===== config.mk =====
export PLATFORM = sky130hd
export DESIGN_NAME = safe_sync_ctrl
export DESIGN_NICKNAME = d
export VERILOG_FILES = /design/src/rtl/safe_sync_ctrl.sv
export SDC_FILE = /design/constraint.sdc
export NUM_CORES = 1
export LEC_CHECK = 0
export CAP_MARGIN = 40
export CORE_AREA = 5 5 47 58
export CTS_CLUSTER_DIAMETER = 120
export DETAILED_ROUTE_END_ITERATION = 6
export DIE_AREA = 0 0 52 63
export GPL_TIMING_DRIVEN = 0
export PLACE_DENSITY = 0.71
export SYNTH_ARGS = -nofsm -noshare
export SYNTH_HDL_FRONTEND = slang
export SYNTH_SLANG_ARGS = --single-unit
export TNS_END_PERCENT = 30

===== constraint.sdc =====
create_clock -name clk_i -period 1.85 [get_ports clk_i]
set_clock_uncertainty 0.05 [all_clocks]
set_input_delay 0.37 -clock clk_i [delete_from_list [all_inputs] [get_ports clk_i]]
set_output_delay 0.37 -clock clk_i [all_outputs]
set_load 0.02 [all_outputs]

===== src/rtl/safe_sync_ctrl.sv =====
// ---------------------------------------------------------------------------
// safe_sync_ctrl
//
// Rendezvous supervisor for a group of redundant lock-step cores. Cores raise
// a level request when they reach the sync point; each arriving core is
// halted until every participating core has arrived. The controller then
// waits DELAY_PRE cycles, pulses a one-cycle sync interrupt to all
// participants, waits DELAY_POST cycles and reports LOCKED until released.
//
// Optional feature (macro SAFE_SYNC_TIMEOUT_EN):
//   defined   - GATHER is bounded by TIMEOUT_CYCLES; expiry enters ERROR.
//   undefined - no timeout counter, GATHER waits indefinitely, timeout_o = 0.
//
// Ports
//   clk_i        in   clock, all state on rising edge
//   rst_ni       in   asynchronous active-low reset
//   enable_i     in   controller enable; low aborts a rendezvous in progress
//   core_mask_i  in   [NUM_CORES] participating cores, sampled leaving IDLE
//   sync_req_i   in   [NUM_CORES] per-core rendezvous request (level)
//   release_i    in   pulse that leaves LOCKED or ERROR
//   halt_o       out  [NUM_CORES] per-core halt (registered)
//   sync_irq_o   out  [NUM_CORES] per-core sync interrupt pulse (registered)
//   sync_done_o  out  high while LOCKED
//   timeout_o    out  high while ERROR
//   busy_o       out  high in every state except IDLE
//
// State       | meaning
// ------------+-----------------------------------------------------------
// S_IDLE      | waiting for a first request from a masked core
// S_GATHER    | collecting arrivals; arrived cores are halted
// S_DLY_PRE   | all arrived; settling delay before the interrupt
// S_SYNC_IRQ  | one cycle, sync interrupt to every participant
// S_DLY_POST  | settling delay after the interrupt
// S_LOCKED    | rendezvous complete, waiting for release
// S_ERROR     | rendezvous timed out, waiting for release
// ---------------------------------------------------------------------------
module safe_sync_ctrl #(
  parameter int NUM_CORES      = 3,
  parameter int DELAY_PRE      = 1,
  parameter int DELAY_POST     = 1,
  parameter int TIMEOUT_CYCLES = 1024
) (
  input  logic                 clk_i,
  input  logic                 rst_ni,
  input  logic                 enable_i,
  input  logic [NUM_CORES-1:0] core_mask_i,
  input  logic [NUM_CORES-1:0] sync_req_i,
  input  logic                 release_i,
  output logic [NUM_CORES-1:0] halt_o,
  output logic [NUM_CORES-1:0] sync_irq_o,
  output logic                 sync_done_o,
  output logic                 timeout_o,
  output logic                 busy_o
);

  if (NUM_CORES < 2 || NUM_CORES > 8 ||
      DELAY_PRE < 0 || DELAY_PRE > 15 ||
      DELAY_POST < 0 || DELAY_POST > 15 ||
      TIMEOUT_CYCLES < 1 || TIMEOUT_CYCLES > 65535) begin : g_param_check
    $error("safe_sync_ctrl: parameter out of legal range");
  end

  typedef enum logic [2:0] {
    S_IDLE,
    S_GATHER,
    S_DLY_PRE,
    S_SYNC_IRQ,
    S_DLY_POST,
    S_LOCKED,
    S_ERROR
  } state_t;

  // Delay counters hold "cycles remaining minus one", so they only need to
  // represent 0..max(DELAY)-1.
  localparam int DLY_MAX = (DELAY_PRE > DELAY_POST) ? DELAY_PRE : DELAY_POST;
  localparam int DLY_W   = (DLY_MAX < 2) ? 1 : $clog2(DLY_MAX);
  localparam logic [DLY_W-1:0] PRE_LOAD  = DLY_W'((DELAY_PRE  > 0) ? DELAY_PRE  - 1 : 0);
  localparam logic [DLY_W-1:0] POST_LOAD = DLY_W'((DELAY_POST > 0) ? DELAY_POST - 1 : 0);

  state_t               r_state;
  logic [NUM_CORES-1:0] r_mask;
  logic [NUM_CORES-1:0] r_arrived;
  logic [DLY_W-1:0]     r_dly_cnt;
  logic [NUM_CORES-1:0] r_halt;
  logic [NUM_CORES-1:0] r_irq;
  logic                 r_done;
  logic                 r_busy;

  state_t               w_state_nxt;
  logic [NUM_CORES-1:0] w_mask_nxt;
  logic [NUM_CORES-1:0] w_arrived_nxt;
  logic [DLY_W-1:0]     w_dly_nxt;
  logic [NUM_CORES-1:0] w_gather;
  logic                 w_complete;
  logic                 w_tmo_hit;
  logic                 w_halt_state;

`ifdef SAFE_SYNC_TIMEOUT_EN
  localparam int TMO_W = (TIMEOUT_CYCLES < 2) ? 1 : $clog2(TIMEOUT_CYCLES);
  localparam logic [TMO_W-1:0] TMO_LAST = TMO_W'(TIMEOUT_CYCLES - 1);

  logic [TMO_W-1:0] r_tmo_cnt;
  logic             r_tmo;

  // Counts GATHER cycles already spent; hitting TMO_LAST means this is the
  // TIMEOUT_CYCLES-th GATHER cycle. Cleared while idle, saturates at the limit.
  always_ff @(posedge clk_i or negedge rst_ni) begin
    if (!rst_ni) begin
      r_tmo_cnt <= '0;
    end else if (r_state == S_IDLE) begin
      r_tmo_cnt <= '0;
    end else if (r_state == S_GATHER && r_tmo_cnt != TMO_LAST) begin
      r_tmo_cnt <= r_tmo_cnt + TMO_W'(1);
    end
  end

  assign w_tmo_hit = (r_tmo_cnt == TMO_LAST);

  always_ff @(posedge clk_i or negedge rst_ni) begin
    if (!rst_ni) begin
      r_tmo <= 1'b0;
    end else begin
      r_tmo <= (w_state_nxt == S_ERROR);
    end
  end

  assign timeout_o = r_tmo;
`else
  assign w_tmo_hit = 1'b0;
  assign timeout_o = 1'b0;
`endif

  // Arrivals including requests seen this cycle; a late arrival in the same
  // cycle as timeout expiry still completes the rendezvous.
  assign w_gather   = r_arrived | (sync_req_i & r_mask);
  assign w_complete = (w_gather == r_mask);

  always_comb begin
    w_state_nxt   = r_state;
    w_mask_nxt    = r_mask;
    w_arrived_nxt = r_arrived;
    w_dly_nxt     = r_dly_cnt;

    case (r_state)
      S_IDLE: begin
        if (enable_i && |(sync_req_i & core_mask_i)) begin
          w_state_nxt   = S_GATHER;
          w_mask_nxt    = core_mask_i;
          w_arrived_nxt = sync_req_i & core_mask_i;
        end
      end

      S_GATHER: begin
        if (!enable_i) begin
          w_state_nxt = S_IDLE;
        end else begin
          w_arrived_nxt = w_gather;
          if (w_complete) begin
            if (DELAY_PRE > 0) begin
              w_state_nxt = S_DLY_PRE;
              w_dly_nxt   = PRE_LOAD;
            end else begin
              w_state_nxt = S_SYNC_IRQ;
            end
          end else if (w_tmo_hit) begin
            w_state_nxt = S_ERROR;
          end
        end
      end

      S_DLY_PRE: begin
        if (!enable_i) begin
          w_state_nxt = S_IDLE;
        end else if (r_dly_cnt == '0) begin
          w_state_nxt = S_SYNC_IRQ;
        end else begin
          w_dly_nxt = r_dly_cnt - DLY_W'(1);
        end
      end

      S_SYNC_IRQ: begin
        if (DELAY_POST > 0) begin
          w_state_nxt = S_DLY_POST;
          w_dly_nxt   = POST_LOAD;
        end else begin
          w_state_nxt = S_LOCKED;
        end
      end

      S_DLY_POST: begin
        if (!enable_i) begin
          w_state_nxt = S_IDLE;
        end else if (r_dly_cnt == '0) begin
          w_state_nxt = S_LOCKED;
        end else begin
          w_dly_nxt = r_dly_cnt - DLY_W'(1);
        end
      end

      S_LOCKED, S_ERROR: begin
        if (release_i) begin
          w_state_nxt = S_IDLE;
        end
      end

      default: begin
        w_state_nxt = S_IDLE;
      end
    endcase

    // Arrival history only lives for one rendezvous.
    if (w_state_nxt == S_IDLE) begin
      w_arrived_nxt = '0;
    end
  end

  assign w_halt_state = (w_state_nxt == S_GATHER)   || (w_state_nxt == S_DLY_PRE) ||
                        (w_state_nxt == S_SYNC_IRQ) || (w_state_nxt == S_DLY_POST);

  // Outputs are registered from the next state so they line up with r_state.
  always_ff @(posedge clk_i or negedge rst_ni) begin
    if (!rst_ni) begin
      r_state   <= S_IDLE;
      r_mask    <= '0;
      r_arrived <= '0;
      r_dly_cnt <= '0;
      r_halt    <= '0;
      r_irq     <= '0;
      r_done    <= 1'b0;
      r_busy    <= 1'b0;
    end else begin
      r_state   <= w_state_nxt;
      r_mask    <= w_mask_nxt;
      r_arrived <= w_arrived_nxt;
      r_dly_cnt <= w_dly_nxt;
      r_halt    <= w_halt_state ? w_arrived_nxt : '0;
      r_irq     <= (w_state_nxt == S_SYNC_IRQ) ? w_mask_nxt : '0;
      r_done    <= (w_state_nxt == S_LOCKED);
      r_busy    <= (w_state_nxt != S_IDLE);
    end
  end

  assign halt_o      = r_halt;
  assign sync_irq_o  = r_irq;
  assign sync_done_o = r_done;
  assign busy_o      = r_busy;

endmodule


# Yosys cells after proc, flatten, opt, wreduce, memory -nomap -nowiden
# Cells that the tools add are included.
# W data, S select, Z words.
[word_totals] register_bits=18 in_bits=10 elab_cells=61 out_inout_bits=9
[classes] bitwise=3 mux=22 n_reduce_logical=12 addsub=1 eq_ne=15
[op_table] cell="$mux W3" n=15
[op_table] cell="$pmux W3 S6" n=1
[op_table] cell="$eq A3 B3 Y1 const B" n=5
[op_table] cell="$eq A3 B2 Y1 const B" n=4
[op_table] cell="$and A3 B3 Y3" n=2
[op_table] cell="$eq A3 B1 Y1 const B" n=2
[op_table] cell="$logic_not A3 Y1" n=2
[op_table] cell="$pmux W3 S2" n=1
[op_table] cell="$reduce_bool A3 Y1" n=2
[op_table] cell="$mux W1" n=4
[op_table] cell="$ne A2 B2 Y1 const B" n=2
[op_table] cell="$reduce_and A4 Y1" n=1
[op_table] cell="$reduce_or A2 Y1" n=2
[op_table] cell="$eq A3 B3 Y1" n=1
[op_table] cell="$logic_or A1 B1 Y1" n=3
[op_table] cell="$or A3 B3 Y3" n=1
[op_table] cell="$pmux W1 S3" n=1
[op_table] cell="$reduce_or A3 Y1" n=1
[op_table] cell="$ne A2 B1 Y1 const B" n=1
[op_table] cell="$logic_and A1 B1 Y1" n=1
[op_table] cell="$sub A1 B1 Y1 const B" n=1

# Logic depth before layout (Yosys ltp)
[logic_depth] depth_word=11 depth_mapped=5 mapped_depth_nobuf=5

# Worst setup path after synthesis
# Ideal clock, no wire load.
[synth_timing] path_type="reg2reg" start="register r_state[2]" end="register r_halt[1] (netlist: halt_o[1])" required_ns=1.657 t_arrival_ns=1.516 setup_time_ns=0.143 path_buffers=1 period_less_slack_ns=1.709 slack_ns=0.141 stages_incl_launch_ff=6 path_cell_list="dfrtp_1 > or3b_4 > or3_1 > clkbuf_1 > a32oi_1 > a211oi_1"
[synth_between] elab_chain_cells=8 word_cells_on_any_way=28 classes_between="eq/ne: 10; mux: 12; reduce/logical: 6"
[synth_lines] element="start: declaration" line="80" rtl="state_t r_state;"
[synth_lines] element="start signal: assignment" line="232" rtl="r_state <= w_state_nxt;"
[synth_lines] element="$eq A3 B3 Y1 (tied with other cells)" line="144" rtl="case (r_state)"
[synth_lines] element="$reduce_or A2 Y1 (tied with other cells)" line="144"
[synth_lines] element="$pmux W3 S6" line="144"
[synth_lines] element="$eq A3 B1 Y1 / $eq A3 B2 Y1 (equally long branches)" line="217" rtl="assign w_halt_state = (w_state_nxt == S_GATHER) || (w_state_nxt == S_DLY_PRE) ||"
[synth_lines] element="$logic_or A1 B1 Y1 (2 in a row)" line="217"
[synth_lines] element="$logic_or A1 B1 Y1" line="218" rtl="(w_state_nxt == S_SYNC_IRQ) || (w_state_nxt == S_DLY_POST);"
[synth_lines] element="$mux W3 *" line="236" rtl="r_halt <= w_halt_state ? w_arrived_nxt : '0;"
[synth_lines] element="end signal: assignment" line="236"
[synth_lines] element="end: declaration" line="84" rtl="logic [NUM_CORES-1:0] r_halt;"
# Every way passes the cells marked *; elsewhere a longest branch is shown, timed or not.
# A chain may end at the register's enable or synchronous reset.

# Worst setup path in the final report
[layout_timing] start="register r_state[1]" end="register r_arrived[2]"
[layout_between] elab_chain_cells=5 word_cells_on_any_way=20 classes_between="eq/ne: 6; mux: 11; reduce/logical: 3"
[layout_lines] element="$eq A3 B3 Y1 (tied with other cells)" line="144"
[layout_lines] element="$reduce_or A2 Y1 (tied with other cells)" line="144"
[layout_lines] element="$pmux W3 S6" line="144"
[layout_lines] element="$logic_not A3 Y1" line="212" rtl="if (w_state_nxt == S_IDLE) begin"
[layout_lines] element="$mux W3 *" line="212"
[layout_lines] element="via w_arrived_nxt[2]" line="91" rtl="logic [NUM_CORES-1:0] w_arrived_nxt;"
[layout_lines] element="end signal: assignment" line="234" rtl="r_arrived <= w_arrived_nxt;"
[layout_lines] element="end: declaration" line="82" rtl="logic [NUM_CORES-1:0] r_arrived;"
# Mark *: on every way through the listed nets, which the timed path passes. The rest lies on a longest branch.

==> out/qor.csv <==
stage,metric,value,unit
status,status,"finished, violations left",
status,failing checks,setup timing,
synth,syn_area_per_cell,11.0,sq um
finish,Area Growth Syn to Fin,44.1,%
synth,Synth Net Count,90,
synth,Cells after Synth,80,
sta,maximum clock rate,0.530,GHz
sta,worst slew pin tran,0.767,ns
critical_path,Crit. End Element,flop,
floorplan,die area,3280,sq um
cts,cts bufs inserted,3,
floorplan,FP Rows,19,
global_route,total gr overflow,0,
global_route,largest net degree at the start of global routing,18,
synth,Synth area leader,dfrtp_1,
critical_path,crit path max fanout,5,
critical_path,WP data arrival,2.01,ns
floorplan,DIE HEIGHT,63,um
worst_hold_path,Hold Crit Class,in -> async,
sta,worst relative slew slack,48.7,%
finish,area of the multi-input gates,484,sq um
routing,DR iter-0 viols,22,
power,P per Cell Area,1460,nW/um^2
cts,Worst-path clk slew,0.10,ns
finish,# fillers,191,
synth,sequential area share after synthesis,48.2,%
cts,hold buffers post-CTS,0,
global_route,first-pass GRT wire length,3.42,mm
power,VDD IR max,0.733,mV
finish,nets@finish,121,
floorplan,Ports,19,
floorplan,Core Area,2160,sq um
sta,fin. max-slew vios,0,
sta,Tcrit/Tclk final,102,%
finish,final core utilization,58.8,%
finish,post-route design area,1270,sq um
cts,Longest Clk Path Bufs,2,
cts,CTS tree,yes,
floorplan,width of the die,52,um
routing,via count,750,
routing,Routed WL per cell,15.4,um
routing,post-route ant nets,0,
sta,Final Worst Setup Slack,-0.0373,ns
global_route,All-Layer GR Usage,14.0,%
place,Routability Congestion,0.886,
sta,Fin. Hold Viols,0,
place,DPL Wire Length,1.42,mm
sta,Fin Setup TNS,-0.150,ns
synth,Netlist cell types,32,
sta,RSZ-0062 raised after global routing,yes,
power,Tot Pwr,1.86,mW
critical_path,required time worst endpoint,1.97,ns
floorplan,Starting Density,40.8,%
global_route,vias in the first global route,714,
finish,ant diodes,0,
routing,Pre-antenna DRT Iters,4,
flow_run,max-cap viol count,0,
place,Port Buffers,17,
synth,Synthesis Warnings,0,
cts,worst-skew pair later-pin latency,0.29,ns
synth,#FFs+latches synth,17,
finish,layout cells sized above 1,35.5,%
place,pre-CTS WS,-0.469,ns
synth,most common cell in the netlist,dfrtp_1,
synth,"Cell Area, Synth",882,sq um
critical_path,CP Launch Type,flop,
sta,Tmin final,1.89,ns
place,Placed Instance Area,1090,sq um
cts,Root Driver,clkbuf_4,
synth,"FFs w/ async S/R, synth",100,%
routing,Residual DRC,0,
synth,top cell type's share of synthesized area,48.2,%
cts,Max H-tree Level,1,
routing,final WL,2.18,mm
global_route,initial antenna violation count,0,
power,Leak,0.562,nW
synth,Commonest cells post-synth,"17 x dfrtp_1, 8 x inv_1, 7 x a21oi_1, 7 x mux2_2",
critical_path,"reg-to-reg slack, setup",-0.04,ns
synth,Area contributors post-synth,"dfrtp_1 48%, mux2_2 8.9%, a21oi_1 4.0%",
critical_path,kind of critical path,reg -> reg,
synth,Main synth FF type,dfrtp_1,
finish,Register Area,427,sq um
synth,Post-synth EDFFs,0,
cts,clk sinks,17,
sta,Final setup violation count,8,
routing,Vias/cell,5.32,
==> layout make-up <==
class                           instances  area share (%)
Multi-Input combinational cell         52            38.1
Inverter                                8            2.36
Tap cell                               31            3.05
Clock buffer                            4            2.07
Timing Repair Buffer                   27            19.9
Buffer                                  2           0.984
Sequential cell                        17            33.6
==> cells by family (layout without fill, tap and decap cells) <==
group / count (synthesis) / after routing / share of synthesized area (%)
buf+inv: 11 / 41 / 5.25
mux: 8 / 8 / 10.1
simple gates: 22 / 22 / 16.9
other cells: 1 / 1 / 0.425
compound gates: 21 / 21 / 19.1
flops: 17 / 17 / 48.2
==> sequential cells by signal (all words and copies together) (netlist names) <==
signal       count
halt_o           3
r_arrived        3
r_mask           3
r_state          3
sync_irq_o       3
busy_o           1
sync_done_o      1
==> cell usage in the layout (no fill, tap or decap), types with 2 or more instances in the layout <==
master | Yosys | final
a211oi_1 | 4 | 3
a21oi_1 | 7 | 7
a32oi_2 | 0 | 2
and2_1 | 3 | 3
buf_4 | 1 | 9
buf_6 | 0 | 2
clkbuf_4 | 0 | 3
clkdlybuf4s50_1 | 0 | 14
dfrtp_1 | 17 | 16
dlygate4sd2_1 | 0 | 2
inv_1 | 8 | 8
mux2_2 | 7 | 6
nand2_1 | 2 | 2
nor2_1 | 4 | 4
nor2b_1 | 2 | 2
or2b_1 | 2 | 2
==> repair_timing <==
action                     in CTS  in global routing
pin swaps                       5                  6
gates resized for setup        10                  7
setup endpoints to repair      11                  8
setup buffers                   2                 10
==> metal layers <==
layer | share of wire (%) | routed length [um] | vias to the layer above | global-route usage, %
met5 | 0 | 0 | - | 0
met2 | 53 | 1150 | 25 | 23.0
met1 | 38 | 836 | 373 | 16.7
met3 | 5.9 | 129 | 8 | 2.86
met4 | 2.7 | 58 | 0 | 6.89
li1 | - | - | 344 | -
==> per-stage QoR <==
| stage | std cells | hold slack, ns |
|---|---|---|
| 2_1_floorplan | 80 | 0.0244 |
| 3_3_place_gp | 128 | 0.488 |
| 3_5_place_dp | 128 | 0.495 |
| 4_1_cts | 133 | 0.494 |
| 5_1_grt | 141 | 0.537 |
| 6_report | 141 | 0.471 |
==> final timing paths <==
check                               from       endpoint  depth (start not counted)
max                           r_state[1]   r_arrived[2]                          5
min                               rst_ni         busy_o                          1
max reg2reg                   r_state[1]   r_arrived[2]                          5
min reg2reg                    r_mask[0]  sync_irq_o[0]                          1
max in group asynchronous         rst_ni     r_state[1]                          1
min in group clk_i         sync_req_i[2]   r_arrived[2]                          3
==> critical path, stage by stage, from the launching register on <==
cell	delay, ns
dfrtp_2	0.45
or3b_4	0.42
buf_6	0.13
or3_4	0.41
a32oi_2	0.24
a21oi_1	0.07
==> power breakdown <==
| part | internal [mW] | total, mW | switching [mW] |
|---|---|---|---|
| Sequential | 0.503 | 0.620 | 0.118 |
| Combinational | 0.534 | 1.03 | 0.500 |
| Clock | 0.0839 | 0.202 | 0.118 |
No activity file was read; power rests on OpenSTA's default activity.
